<file path="config.mk">
export PLATFORM = sky130hd
export DESIGN_NAME = reg_writeback_queue
export DESIGN_NICKNAME = d
export VERILOG_FILES = /design/src/rtl/reg_writeback_queue.sv
export SDC_FILE = /design/constraint.sdc
export NUM_CORES = 1
export LEC_CHECK = 0
export CAP_MARGIN = 20
export CORE_MARGIN = 2
export CORE_UTILIZATION = 45
export DETAILED_ROUTE_END_ITERATION = 10
export GPL_TIMING_DRIVEN = 1
export PLACE_DENSITY_LB_ADDON = 0.1
export SYNTH_ARGS = -nofsm -noshare
export SYNTH_HDL_FRONTEND = slang
export SYNTH_SLANG_ARGS = --single-unit
</file>
<file path="constraint.sdc">
create_clock -name clk -period 11.1 [get_ports clk]
set_input_delay 2.775 -clock clk [delete_from_list [all_inputs] [get_ports clk]]
set_output_delay 2.775 -clock clk [all_outputs]
set_load 0.005 [all_outputs]
</file>
<file path="src/rtl/reg_writeback_queue.sv">
// Register writeback queue: circular FIFO of (addr, data) writes that drains into the
// register bank one per cycle, with newest-wins forwarding over all pending entries.
module reg_writeback_queue #(
  parameter int DEPTH  = 4,
  parameter int DATA_W = 32
) (
  input  logic                       clk,
  input  logic                       rst_n,
  input  logic                       in_valid,
  output logic                       in_ready,
  input  logic [4:0]                 in_addr,
  input  logic [DATA_W-1:0]          in_data,
  input  logic                       stall,
  output logic                       write_enable,
  output logic [4:0]                 write_register_addr,
  output logic [DATA_W-1:0]          write_data,
  input  logic [4:0]                 lookup_addr_1,
  input  logic [4:0]                 lookup_addr_2,
  output logic                       fwd_hit_1,
  output logic [DATA_W-1:0]          fwd_data_1,
  output logic                       fwd_hit_2,
  output logic [DATA_W-1:0]          fwd_data_2,
  output logic [$clog2(DEPTH):0]     count,
  output logic                       empty
);

  localparam int PTR_W = $clog2(DEPTH);
  localparam int CNT_W = PTR_W + 1;

  logic [4:0]        addr_mem [DEPTH];
  logic [DATA_W-1:0] data_mem [DEPTH];

  logic [PTR_W-1:0] head_reg, head_next;
  logic [PTR_W-1:0] tail_reg, tail_next;
  logic [CNT_W-1:0] count_reg, count_next;

  logic store_en;
  logic pop_en;

  assign in_ready     = (count_reg < CNT_W'(DEPTH));
  assign empty        = (count_reg == '0);
  assign count        = count_reg;
  assign write_enable = !empty && !stall;
  assign pop_en       = write_enable;
  // Writes to x0 complete the handshake but are never queued.
  assign store_en     = in_valid && in_ready && (in_addr != 5'd0);

  assign write_register_addr = write_enable ? addr_mem[head_reg] : 5'd0;
  assign write_data          = write_enable ? data_mem[head_reg] : '0;

  always_comb begin
    head_next  = head_reg;
    tail_next  = tail_reg;
    count_next = count_reg + CNT_W'(store_en) - CNT_W'(pop_en);
    if (store_en) tail_next = tail_reg + 1'b1;
    if (pop_en)   head_next = head_reg + 1'b1;
  end

  always_ff @(posedge clk or negedge rst_n) begin
    if (!rst_n) begin
      head_reg  <= '0;
      tail_reg  <= '0;
      count_reg <= '0;
    end else begin
      head_reg  <= head_next;
      tail_reg  <= tail_next;
      count_reg <= count_next;
    end
  end

  // Payload storage needs no reset: occupancy alone decides which slots are live.
  always_ff @(posedge clk) begin
    if (store_en) begin
      addr_mem[tail_reg] <= in_addr;
      data_mem[tail_reg] <= in_data;
    end
  end

  genvar gi;
  generate
    for (gi = 0; gi < 2; gi++) begin : g_fwd
      logic [4:0]        probe;
      logic              hit;
      logic [DATA_W-1:0] hit_data;

      assign probe = (gi == 0) ? lookup_addr_1 : lookup_addr_2;

      // Walk oldest to newest so the last match (newest entry) wins.
      always_comb begin
        logic [PTR_W-1:0] idx;
        hit      = 1'b0;
        hit_data = '0;
        idx      = '0;
        for (int k = 0; k < DEPTH; k++) begin
          idx = head_reg + PTR_W'(k);
          if ((CNT_W'(k) < count_reg) && (probe != 5'd0) && (addr_mem[idx] == probe)) begin
            hit      = 1'b1;
            hit_data = data_mem[idx];
          end
        end
      end
    end
  endgenerate

  assign fwd_hit_1  = g_fwd[0].hit;
  assign fwd_data_1 = g_fwd[0].hit_data;
  assign fwd_hit_2  = g_fwd[1].hit;
  assign fwd_data_2 = g_fwd[1].hit_data;

endmodule

</file>
==> run summary <==
The total number of placement rows came out at 60. Buffers inserted to repair hold after CTS numbered 0. The min-delay analysis places its worst path in the category reg2reg. The average size of a mapped cell came out at 9.56 sq um. Of the available clock period, the critical path in the final layout requires 0.867.

IR analysis of the VDD net gives a maximum drop of 0.152 mV. The most used flip-flop cell after synthesis is sky130_fd_sc_hd__edfxtp_1. TritonCTS built the clock tree. The sum of internal, switching and leakage power came out at about 3700 uW. The count of clock tree sinks came out at about 160.

The post-route minimum period is 9.62 ns. The mean routed wirelength per cell came out at approximately 23 microns. Setup repair after global routing left no endpoint under its margin.

The cell sitting at the root of the clock tree is a sky130_fd_sc_hd__clkbuf_16. The starting density of the core is 0.457. The number of nets produced by synthesis is ~1300. The register with the most flip-flops in the layout has between 100 and 150 of them. The static leakage power is 0.00502 uW. The area growth from synthesis to final layout came out at 18.8%. The top fanout value on the critical path came out at between 50 and 60. The aggregate negative setup slack is 0 ns. The number of top-level design ports came out at 160. The number of instances resized during post-cts repair is 0. In this run, CTS created clock tree buffers numbering 17.

The flow ran to the end, and the final reports show no timing, DRC or antenna violations. The wire length of the first global-routing pass is 58900 microns. The setup skew after layout came out at ~0.017 ns. The hold path startpoint is count[0]$_DFF_PN0_. The critical path starts at lookup_addr_1[1]. The number of buffers added on ports is between 150 and 200. Leaving out fill and tap cells, the most frequent cells in the layout are 159 x sky130_fd_sc_hd__clkdlybuf4s50_1, 148 x sky130_fd_sc_hd__edfxtp_1, 128 x sky130_fd_sc_hd__mux2i_1, 115 x sky130_fd_sc_hd__a21oi_1, 113 x sky130_fd_sc_hd__nor2_1. The H-tree was split into 4 levels. The power per standard cell area is approximately 260 mW/mm^2. The startpoint type of the worst setup path is an input port. The residual DRC count is 0. Yosys attributes the largest share of cell area to sky130_fd_sc_hd__edfxtp_1 36%, sky130_fd_sc_hd__mux2i_1 10%, sky130_fd_sc_hd__mux2_2 5.4%. The yosys synthesis warning count is 0. Summed over all layers, the routed wires come to around 39000 microns. After detailed routing, the number of vias per cell comes to around 6.4. The detailed router's first-iteration violation count came out at approximately 1000. The maximum operating frequency came out at ~100 MHz. At the end of the flow, the number of nets in the layout was 1416. After synthesis the cells add up to roughly 0.012 sq mm. In this run the post-CTS setup repair buffer count came out at 0.

The initial antenna violation count was 1. The count of pins over their slew limit came out at 0. The first-pass detailed-route iteration total came out at 6. The final-report hold violation count came out at 0. The core outline area is ~0.027 sq mm. The final count of negative-setup-slack endpoints came out at 0. The remaining antenna violation count after routing came out at 0.

The all-layer global routing usage came out at 0.267. The share of synthesized flip-flops with an asynchronous set or reset is 0.0452. Synthesis produced a netlist whose cell count is 1281. The worst setup path is captured at an output pin. The number of distinct library cells after synthesis came out at 64. The part of the Yosys area used for sequential elements came out at 0.377.

The synthesis-stage register bit count is 155. The die extent in x is around 170 microns. For the pin with the worst max-slew slack, the measured transition is around 1.1 ns.

The via count of the first global-routing pass came out at slightly above 10000. The final global-route overflow total came out at 0. Measured along the y axis, the die boundary spans 169 microns. The total die area is around 0.029 sq mm.

Of the post-synthesis cell area, the dominant cell type holds 0.363. The congestion estimate from routability-driven global placement came to between 0.8 and 0.9. The via count is 10900. The worst register-to-register path begins at head_reg[0]$_DFFE_PN0N_. The clock latency reported for the late side of the worst-skew pair came out at between 0.4 and 0.5 ns. Max-cap violations in this run came to 0. The buffer depth of the longest clock path came out at 2. The clock transition at the register clock pins on the worst setup and hold paths after CTS is about 0.070 ns. The startpoint-to-endpoint class of the critical path is in2out. The most common library cell in the layout ignoring fill and taps is sky130_fd_sc_hd__clkdlybuf4s50_1. Of all cell types, the one taking the most synthesized area is sky130_fd_sc_hd__edfxtp_1. Of the cells placed in the final design, the portion with a size suffix greater than 1 is 0.114. In this run the tightest slew margin relative to its limit is 0.258. The worst endpoint data arrival time is between 6 and 7 ns. The synthesized design contains 148 enable-type register cells. At the worst endpoint, the required time is roughly 8.3 ns.

The HPWL reported at the end of detailed placement came out at 23900 microns. The pin count of the biggest net entering global routing came out at 83.
## per-stage QoR
stage	hold WS [ns]	std cells	cell area [sq um]	worst slack, ns	util
2_1_floorplan	0.545	1281	12200	3.50	-
3_3_place_gp	0.561	1678	13900	1.59	0.520
3_5_place_dp	0.561	1678	13900	1.51	0.520
4_1_cts	0.578	1710	14500	1.50	0.543
5_1_grt	0.613	1710	14500	1.29	0.543
6_report	0.573	1711	14500	1.48	0.543
## logic make-up after synthesis
kind of cell               share of synthesized area
AOI/OAI and AO/OA                              0.191
xor gates and xnor gates                      0.0300
adders and majority gates                    0.00981
buffers and inverters                         0.0489
DFF                                            0.377
muxes                                          0.194
and+or+nand+nor                                0.149
## layout make-up
cell class,instances,area (sq um)
antenna,1,2.50
clock buffer,19,433
clock inverter,13,168
fill,2416,12300
inverter,12,46.3
multi-input combinational,986,7070
sequential,155,4630
tap,341,427
timing repair buffer,184,1780
## final timing paths
| path | end | slack (ns) | cells past startpoint |
|---|---|---|---|
| max | fwd_data_1[19] | 1.48 | 11 |
| min | count[0]$_DFF_PN0_ | 0.57 | 1 |
| max reg2reg | head_reg[0]$_DFFE_PN0N_ | 7.80 | 4 |
| min reg2reg | count[0]$_DFF_PN0_ | 0.57 | 1 |
| max in group asynchronous | head_reg[1]$_DFFE_PN0N_ | 8.22 | 1 |
| min in group asynchronous | tail_reg[1]$_DFFE_PN0P_ | 2.60 | 1 |
## Yosys cell counts (3+ instances only)
library cell	n
sky130_fd_sc_hd__a2111o_1	26
sky130_fd_sc_hd__a211o_1	28
sky130_fd_sc_hd__a211oi_1	29
sky130_fd_sc_hd__a21oi_1	115
sky130_fd_sc_hd__a221o_1	3
sky130_fd_sc_hd__a221oi_1	3
sky130_fd_sc_hd__a22o_1	3
sky130_fd_sc_hd__a32oi_1	26
sky130_fd_sc_hd__and2_1	47
sky130_fd_sc_hd__and3_1	4
sky130_fd_sc_hd__buf_1	16
sky130_fd_sc_hd__buf_2	23
sky130_fd_sc_hd__buf_6	4
sky130_fd_sc_hd__clkbuf_1	83
sky130_fd_sc_hd__dfrtp_1	7
sky130_fd_sc_hd__edfxtp_1	148
sky130_fd_sc_hd__ha_1	8
sky130_fd_sc_hd__inv_1	12
sky130_fd_sc_hd__mux2_2	59
sky130_fd_sc_hd__mux2i_1	128
sky130_fd_sc_hd__mux4_2	18
sky130_fd_sc_hd__nand2_1	71
sky130_fd_sc_hd__nand3_1	33
sky130_fd_sc_hd__nand4_1	7
sky130_fd_sc_hd__nor2_1	115
sky130_fd_sc_hd__nor2b_1	3
sky130_fd_sc_hd__nor3_1	63
sky130_fd_sc_hd__o211ai_1	4
sky130_fd_sc_hd__o21ai_0	101
sky130_fd_sc_hd__o2bb2ai_1	3
sky130_fd_sc_hd__or2_2	3
sky130_fd_sc_hd__or4_1	6
sky130_fd_sc_hd__xnor2_1	30
sky130_fd_sc_hd__xor2_1	12
## worst max-delay path: stages
cell                              delay, ns
sky130_fd_sc_hd__clkdlybuf4s50_1       0.56
sky130_fd_sc_hd__nor4_1                0.40
sky130_fd_sc_hd__a221oi_1              0.13
sky130_fd_sc_hd__nand4_1               0.13
sky130_fd_sc_hd__buf_4                 0.37
sky130_fd_sc_hd__or2_2                 0.85
sky130_fd_sc_hd__buf_4                 0.35
sky130_fd_sc_hd__o21ai_0               0.12
sky130_fd_sc_hd__a2111o_1              0.42
sky130_fd_sc_hd__a21oi_1               0.17
sky130_fd_sc_hd__clkdlybuf4s50_1       0.54
## per-layer routing
layer	part of all wire	vias to the layer above	track usage
li1	-	5029	-
met1	0.43	5226	0.369
met2	0.46	547	0.427
met3	0.080	79	0.0404
met4	0.027	0	0.0975
met5	0	-	0
## where the power goes
group | leakage [uW] | switching (uW) | internal (uW)
combinational | 0.00331 | 1290 | 1010
clock | 0.000288 | 246 | 356
sequential | 0.00142 | 91.9 | 740
Note: power is estimated with default switching activity, not from simulation.
